==> src/rtl/prim_subreg_cdc_dst_if.sv <==
// Register-path signals between the destination-domain endpoint and its surroundings.
// Signal names carry the endpoint's point of view (_i = into the endpoint, _o = out of it).
interface prim_subreg_cdc_dst_if #(
    parameter int DW = 32
);
    logic          req_i;
    logic [DW-1:0] wdata_i;
    logic          ack_o;
    logic          de_i;
    logic [DW-1:0] d_i;
    logic [DW-1:0] q_o;
    logic          qe_o;
    logic [DW-1:0] ds_o;
    logic          upd_req_o;
    logic          upd_ack_i;

    // Handshakes: req_i/ack_o is four-phase, ack_o mirrors req_i one cycle late;
    // upd_req_o/upd_ack_i is four-phase, upd_req_o holds until upd_ack_i rises,
    // and the next request waits until upd_ack_i has fallen again.
    modport slave (
        input  req_i, wdata_i, de_i, d_i, upd_ack_i,
        output ack_o, q_o, qe_o, ds_o, upd_req_o
    );

    modport master (
        output req_i, wdata_i, de_i, d_i, upd_ack_i,
        input  ack_o, q_o, qe_o, ds_o, upd_req_o
    );
endinterface

==> src/rtl/prim_subreg_cdc_dst.sv <==
// Destination-domain register endpoint: applies handshaked software writes, arbitrates them
// against hardware writes, and publishes a stable read-back copy with a four-phase update request.
module prim_subreg_cdc_dst #(
    parameter int            DW            = 32,
    parameter logic [DW-1:0] RESVAL        = '0,
    parameter int            UPDATE_PERIOD = 256
) (
    input  logic                  clk_i,
    input  logic                  rst_ni,
    prim_subreg_cdc_dst_if.slave  bus,
    output logic [1:0]            o_dbg_state
);

    typedef enum logic [1:0] {
        ST_IDLE = 2'd0,
        ST_REQ  = 2'd1,
        ST_DROP = 2'd2
    } state_e;

    state_e        r_state;
    logic          r_req_q;
    logic          r_qe;
    logic [DW-1:0] r_q;
    logic [DW-1:0] r_ds;
    logic          r_pending;
    logic          r_upd_req;

    logic          w_commit;
    logic          w_hw_set;
    logic          w_per_set;
    logic          w_serve;

    assign w_commit = bus.req_i & ~r_req_q;
    // Software wins a collision, so the hardware write only counts without a commit.
    assign w_hw_set = bus.de_i & ~w_commit & (bus.d_i != r_q);
    assign w_serve  = (r_state == ST_IDLE) & r_pending;

    generate
        if (UPDATE_PERIOD > 0) begin : g_period
            localparam int            CW         = $clog2(UPDATE_PERIOD) + 1;
            localparam logic [CW-1:0] CNT_RELOAD = CW'(UPDATE_PERIOD - 1);
            logic [CW-1:0] r_cnt;

            always_ff @(posedge clk_i or negedge rst_ni) begin
                if (!rst_ni) begin
                    r_cnt <= CNT_RELOAD;
                end else if (r_cnt == '0) begin
                    r_cnt <= CNT_RELOAD;
                end else begin
                    r_cnt <= r_cnt - 1'b1;
                end
            end

            assign w_per_set = (r_cnt == '0);
        end else begin : g_no_period
            assign w_per_set = 1'b0;
        end
    endgenerate

    always_ff @(posedge clk_i or negedge rst_ni) begin
        if (!rst_ni) begin
            r_req_q   <= 1'b0;
            r_qe      <= 1'b0;
            r_q       <= RESVAL;
            r_pending <= 1'b0;
        end else begin
            r_req_q <= bus.req_i;
            r_qe    <= w_commit;
            if (w_commit) begin
                r_q <= bus.wdata_i;
            end else if (bus.de_i) begin
                r_q <= bus.d_i;
            end
            // A new change arriving while the old one is consumed stays pending.
            r_pending <= w_hw_set | w_per_set | (r_pending & ~w_serve);
        end
    end

    always_ff @(posedge clk_i or negedge rst_ni) begin
        if (!rst_ni) begin
            r_state   <= ST_IDLE;
            r_upd_req <= 1'b0;
            r_ds      <= RESVAL;
        end else begin
            // The source ignores updates while its own write is in flight, so a commit may
            // overwrite the copy in any state.
            if (w_commit) begin
                r_ds <= bus.wdata_i;
            end else if (w_serve) begin
                r_ds <= r_q;
            end

            case (r_state)
                ST_IDLE: begin
                    if (r_pending) begin
                        r_upd_req <= 1'b1;
                        r_state   <= ST_REQ;
                    end
                end
                ST_REQ: begin
                    if (bus.upd_ack_i) begin
                        r_upd_req <= 1'b0;
                        r_state   <= ST_DROP;
                    end
                end
                ST_DROP: begin
                    if (!bus.upd_ack_i) begin
                        r_state <= ST_IDLE;
                    end
                end
                default: begin
                    r_upd_req <= 1'b0;
                    r_state   <= ST_IDLE;
                end
            endcase
        end
    end

    assign bus.ack_o     = r_req_q;
    assign bus.q_o       = r_q;
    assign bus.qe_o      = r_qe;
    assign bus.ds_o      = r_ds;
    assign bus.upd_req_o = r_upd_req;
    assign o_dbg_state   = r_state;

endmodule

==> src/flat_wrapper.sv <==
// flat-port wrapper written by rule: the top's interface ports become plain ports
module prim_subreg_cdc_dst_flat 
#(
    parameter int            DW            = 32,
    parameter logic [DW-1:0] RESVAL        = '0,
    parameter int            UPDATE_PERIOD = 256
)
  (clk_i, rst_ni, o_dbg_state, bus_req_i, bus_wdata_i, bus_de_i, bus_d_i, bus_upd_ack_i, bus_ack_o, bus_q_o, bus_qe_o, bus_ds_o, bus_upd_req_o);
  prim_subreg_cdc_dst_if #(.DW(DW)) bus_i ();
  input  logic clk_i;
  input  logic rst_ni;
  output logic [1:0] o_dbg_state;
  input wire logic [$bits(bus_i.req_i)-1:0] bus_req_i;
  input wire logic [$bits(bus_i.wdata_i)-1:0] bus_wdata_i;
  input wire logic [$bits(bus_i.de_i)-1:0] bus_de_i;
  input wire logic [$bits(bus_i.d_i)-1:0] bus_d_i;
  input wire logic [$bits(bus_i.upd_ack_i)-1:0] bus_upd_ack_i;
  output wire logic [$bits(bus_i.ack_o)-1:0] bus_ack_o;
  output wire logic [$bits(bus_i.q_o)-1:0] bus_q_o;
  output wire logic [$bits(bus_i.qe_o)-1:0] bus_qe_o;
  output wire logic [$bits(bus_i.ds_o)-1:0] bus_ds_o;
  output wire logic [$bits(bus_i.upd_req_o)-1:0] bus_upd_req_o;
  assign bus_i.req_i = bus_req_i;
  assign bus_i.wdata_i = bus_wdata_i;
  assign bus_i.de_i = bus_de_i;
  assign bus_i.d_i = bus_d_i;
  assign bus_i.upd_ack_i = bus_upd_ack_i;
  assign bus_ack_o = bus_i.ack_o;
  assign bus_q_o = bus_i.q_o;
  assign bus_qe_o = bus_i.qe_o;
  assign bus_ds_o = bus_i.ds_o;
  assign bus_upd_req_o = bus_i.upd_req_o;
  prim_subreg_cdc_dst #(.DW(DW), .RESVAL(RESVAL), .UPDATE_PERIOD(UPDATE_PERIOD)) u_core (.clk_i(clk_i), .rst_ni(rst_ni), .bus(bus_i), .o_dbg_state(o_dbg_state));
endmodule
==> config.mk <==
export PLATFORM = sky130hd
export DESIGN_NAME = prim_subreg_cdc_dst_flat
export DESIGN_NICKNAME = d
export VERILOG_FILES = /design/src/rtl/prim_subreg_cdc_dst_if.sv /design/src/rtl/prim_subreg_cdc_dst.sv /design/src/flat_wrapper.sv
export SDC_FILE = /design/constraint.sdc
export NUM_CORES = 1
export LEC_CHECK = 0
export ABC_AREA = 1
export CORE_ASPECT_RATIO = 0.9
export CORE_MARGIN = 2
export CORE_UTILIZATION = 35
export CTS_BUF_LIST = sky130_fd_sc_hd__clkbuf_8
export DETAILED_ROUTE_END_ITERATION = 10
export PLACE_DENSITY = 0.66
export SLEW_MARGIN = 20
export SYNTH_ARGS = -nofsm -noshare
export SYNTH_HDL_FRONTEND = slang
export SYNTH_SLANG_ARGS = --single-unit
==> constraint.sdc <==
create_clock -name clk_i -period 3.4 [get_ports clk_i]
set_input_delay 0.68 -clock clk_i [delete_from_list [all_inputs] [get_ports clk_i]]
set_output_delay 0.68 -clock clk_i [all_outputs]
set_load 0.05 [all_outputs]
==> results.yml <==
setup_path:
  crit_start: "bus_de_i"
  crit_fanout: 23
  r2r_start: "u_core.bus.ack_o"
  critPathLaunchType: "primary input"
  cp.arrival_ps: 2820
  ff2ff_path_depth: 4
  crit_end: "u_core.bus.q_o[25]"
  crit_path_end_kind: "flop"
  r2r_slack_ps: 1340
  crit_type: "in2reg"
  cp.required_ps: 3640
  r2r_end: "u_core.bus.q_o[25]"
finish:
  mostFrequentLayoutCells: "nand2_1 (146), clkdlybuf4s50_1 (136), dfrtp_1 (71), nor2_1 (49), inv_1 (35)"
  ff_latch_area_sq_mm: 0.00199
  final_util_pct: 52.7
  multi_input_area_sq_mm: 0.00151
  areaGrowthSynthToFinish_pct: 45.3
  finalNonFillerCells: 703
  drive_gt1_share_pct: 6.10
  diodes: 0
  n_fill_cell: 952
  final_common_cell: "nand2_1"
  nNetsFinal: 639
global_route:
  grt_max_degree: 80
  antenna_found_initial: 0
  overflow: 0
  grtUsageTotal_pct: 19.0
  grt_pass1_vias: 3560
  grt_pass1_wl_um: 17400
drt:
  drt-total-wl_um: 10600
  wire_per_inst_um: 15.0
  vias_per_cell: 4.88
  drt-initial-drc-count: 231
  dr.pass1.iters: 8
  drcViolationCount: 11
  vias: 3428
  ant_nets: 0
power_and_ir_drop:
  p_leak_nw: 2.34
  power.density_mw_per_mm2: 783
  ir_drop_v: 0.000413
logic_synthesis:
  yosysSeqAreaShare_pct: 53.1
  yosysTopAreaCellShare_pct: 47.4
  ys_types: 25
  syn-cell-area_sq_mm: 0.00374
  syn-mean-instance-area_sq_um: 8.63
  synthesis.nets: 504
  ys_warn_count: 0
  synth_cells: 434
  synth.area.top_cells: "dfrtp_1 (47%), nand2_1 (15%), dfstp_2 (5.6%)"
  ys_ff_latch: 79
  synth_area_leader_cell: "dfrtp_1"
clock_tree:
  clockRootBuffer: "clkbuf_8"
  hold_buffers: 0
  cts_sinks: 79
  cts_tree: "built"
  htree_num_levels: 3
  clock_latency_ps: 340
  clk_pin_slew_ps: 80
  numCtsBuffers: 9
  cts_resized: 0
  clockBufferDepth: 2
  cts_setup_buffers: 0
place:
  dpl.hpwl_um: 7580
  placed_cells: 687
  gp_congestion: 0.759
  io_buffers: 137
floorplan:
  ios: 138
  die-area_sq_mm: 0.0115
  initial_core_util_pct: 36.2
  die_w_um: 113
  die_h_um: 102
  rows: 35
  core_sq_mm: 0.0103
sta:
  post-route-period-util_pct: 75.8
  fin_crit_ps: 2580
  slew_viol_final: 0
  fin_skew_ps: 8.59
  setup_viol: 0
  tns_ps: 0
  fmax_ghz: 0.388
  whs_ps: 366
  worst_slew_pin_slew_ps: 1050
  finalHoldViolations: 0
  slew-limit-headroom_pct: 30.2
  rsz0062_at_grt: "no"
status:
  status: "finished with violations"
  violations: "design-rule violations"
job:
  drv_cap: 0
hold_path:
  hold_class: "in2async"
[critical path, cell delays in order]
cell and delay (ps):
clkdlybuf4s50_1 500, inv_1 90, nor2_2 820, inv_1 430, o221ai_1 290
[flip-flops by register name, indices dropped and copies added, names as in the netlist]
name	flops
u_core.bus.ack_o	1
u_core.bus.ds_o	32
u_core.bus.q_o	32
u_core.bus.qe_o	1
u_core.bus.upd_req_o	1
u_core.g_period.r_cnt	9
u_core.o_dbg_state	2
u_core.r_pending	1
[worst min-delay path by stage]
stage | from | to | slack, ps
2_1_floorplan | rst_ni | u_core.bus.ack_o | 380
3_3_place_gp | u_core.g_period.r_cnt[0] | u_core.g_period.r_cnt[0] | 440
3_5_place_dp | u_core.g_period.r_cnt[0] | u_core.g_period.r_cnt[0] | 440
4_1_cts | u_core.g_period.r_cnt[0] | u_core.g_period.r_cnt[0] | 460
5_1_grt | rst_ni | u_core.bus.ds_o[26] | 430
6_report | rst_ni | u_core.bus.ds_o[26] | 370
[Yosys cell counts]
master      n
nand4_1     2
inv_2       2
nor2_2      1
buf_6       3
o221ai_1   11
o211ai_1   21
nor2_4      1
a31oi_1    32
nor3_1      1
dfrtp_1    71
buf_2      12
a21oi_1     2
xnor2_1    23
nand2_1   146
a22oi_1     1
nand2_4     1
o21ai_0     1
dfstp_2     8
o31ai_1     1
ha_1        1
nor2_1     49
xor2_1      2
nand3_1     4
inv_1      35
clkbuf_1    3
[routing by layer]
metal	part of all wire (%)	vias up	GRT usage (%)
li1	-	1690	-
met5	0	-	0
met3	7.2	11	3.56
met1	46	1597	27.0
met4	1.0	0	6.38
met2	46	130	29.6
[where the power goes]
part           leakage (nW)  internal (mW)  switching, mW
combinational          1.30          0.702           1.39
sequential            0.926           1.20          0.179
clock                 0.112          0.452          0.338
total                  2.34           2.35           1.91
[cell families (layout without fill, tap and decap cells)]
kind of cell | Yosys count | after routing | synth area share (%)
AND/OR/NAND/NOR | 205 | 205 | 21.3
flip-flops | 79 | 79 | 53.1
AO/OA/AOI/OAI | 69 | 69 | 12.9
buffers and inverters | 55 | 195 | 6.52
XOR/XNOR | 25 | 25 | 5.85
adder cells (fa/ha/maj) | 1 | 1 | 0.334
[per-stage QoR]
stage          cell area [sq um]  setup slack [ps]  total power, mW
3_3_place_gp                5210               482             3.46
3_5_place_dp                5210               409             3.50
4_1_cts                     5440               762             4.30
2_1_floorplan               3740              1950             2.76
6_report                    5440               824             4.26
5_1_grt                     5440               630             4.49
[area by class of cell]
type | count | area share, %
clock inverters | 5 | 1.47
repair buffers | 142 | 25.9
multi-input cells | 300 | 27.8
inverters | 37 | 2.55
flip-flops and latches | 79 | 36.5
well taps | 129 | 2.97
clock buffers | 11 | 2.78
No activity file was read; power rests on OpenSTA's default activity.
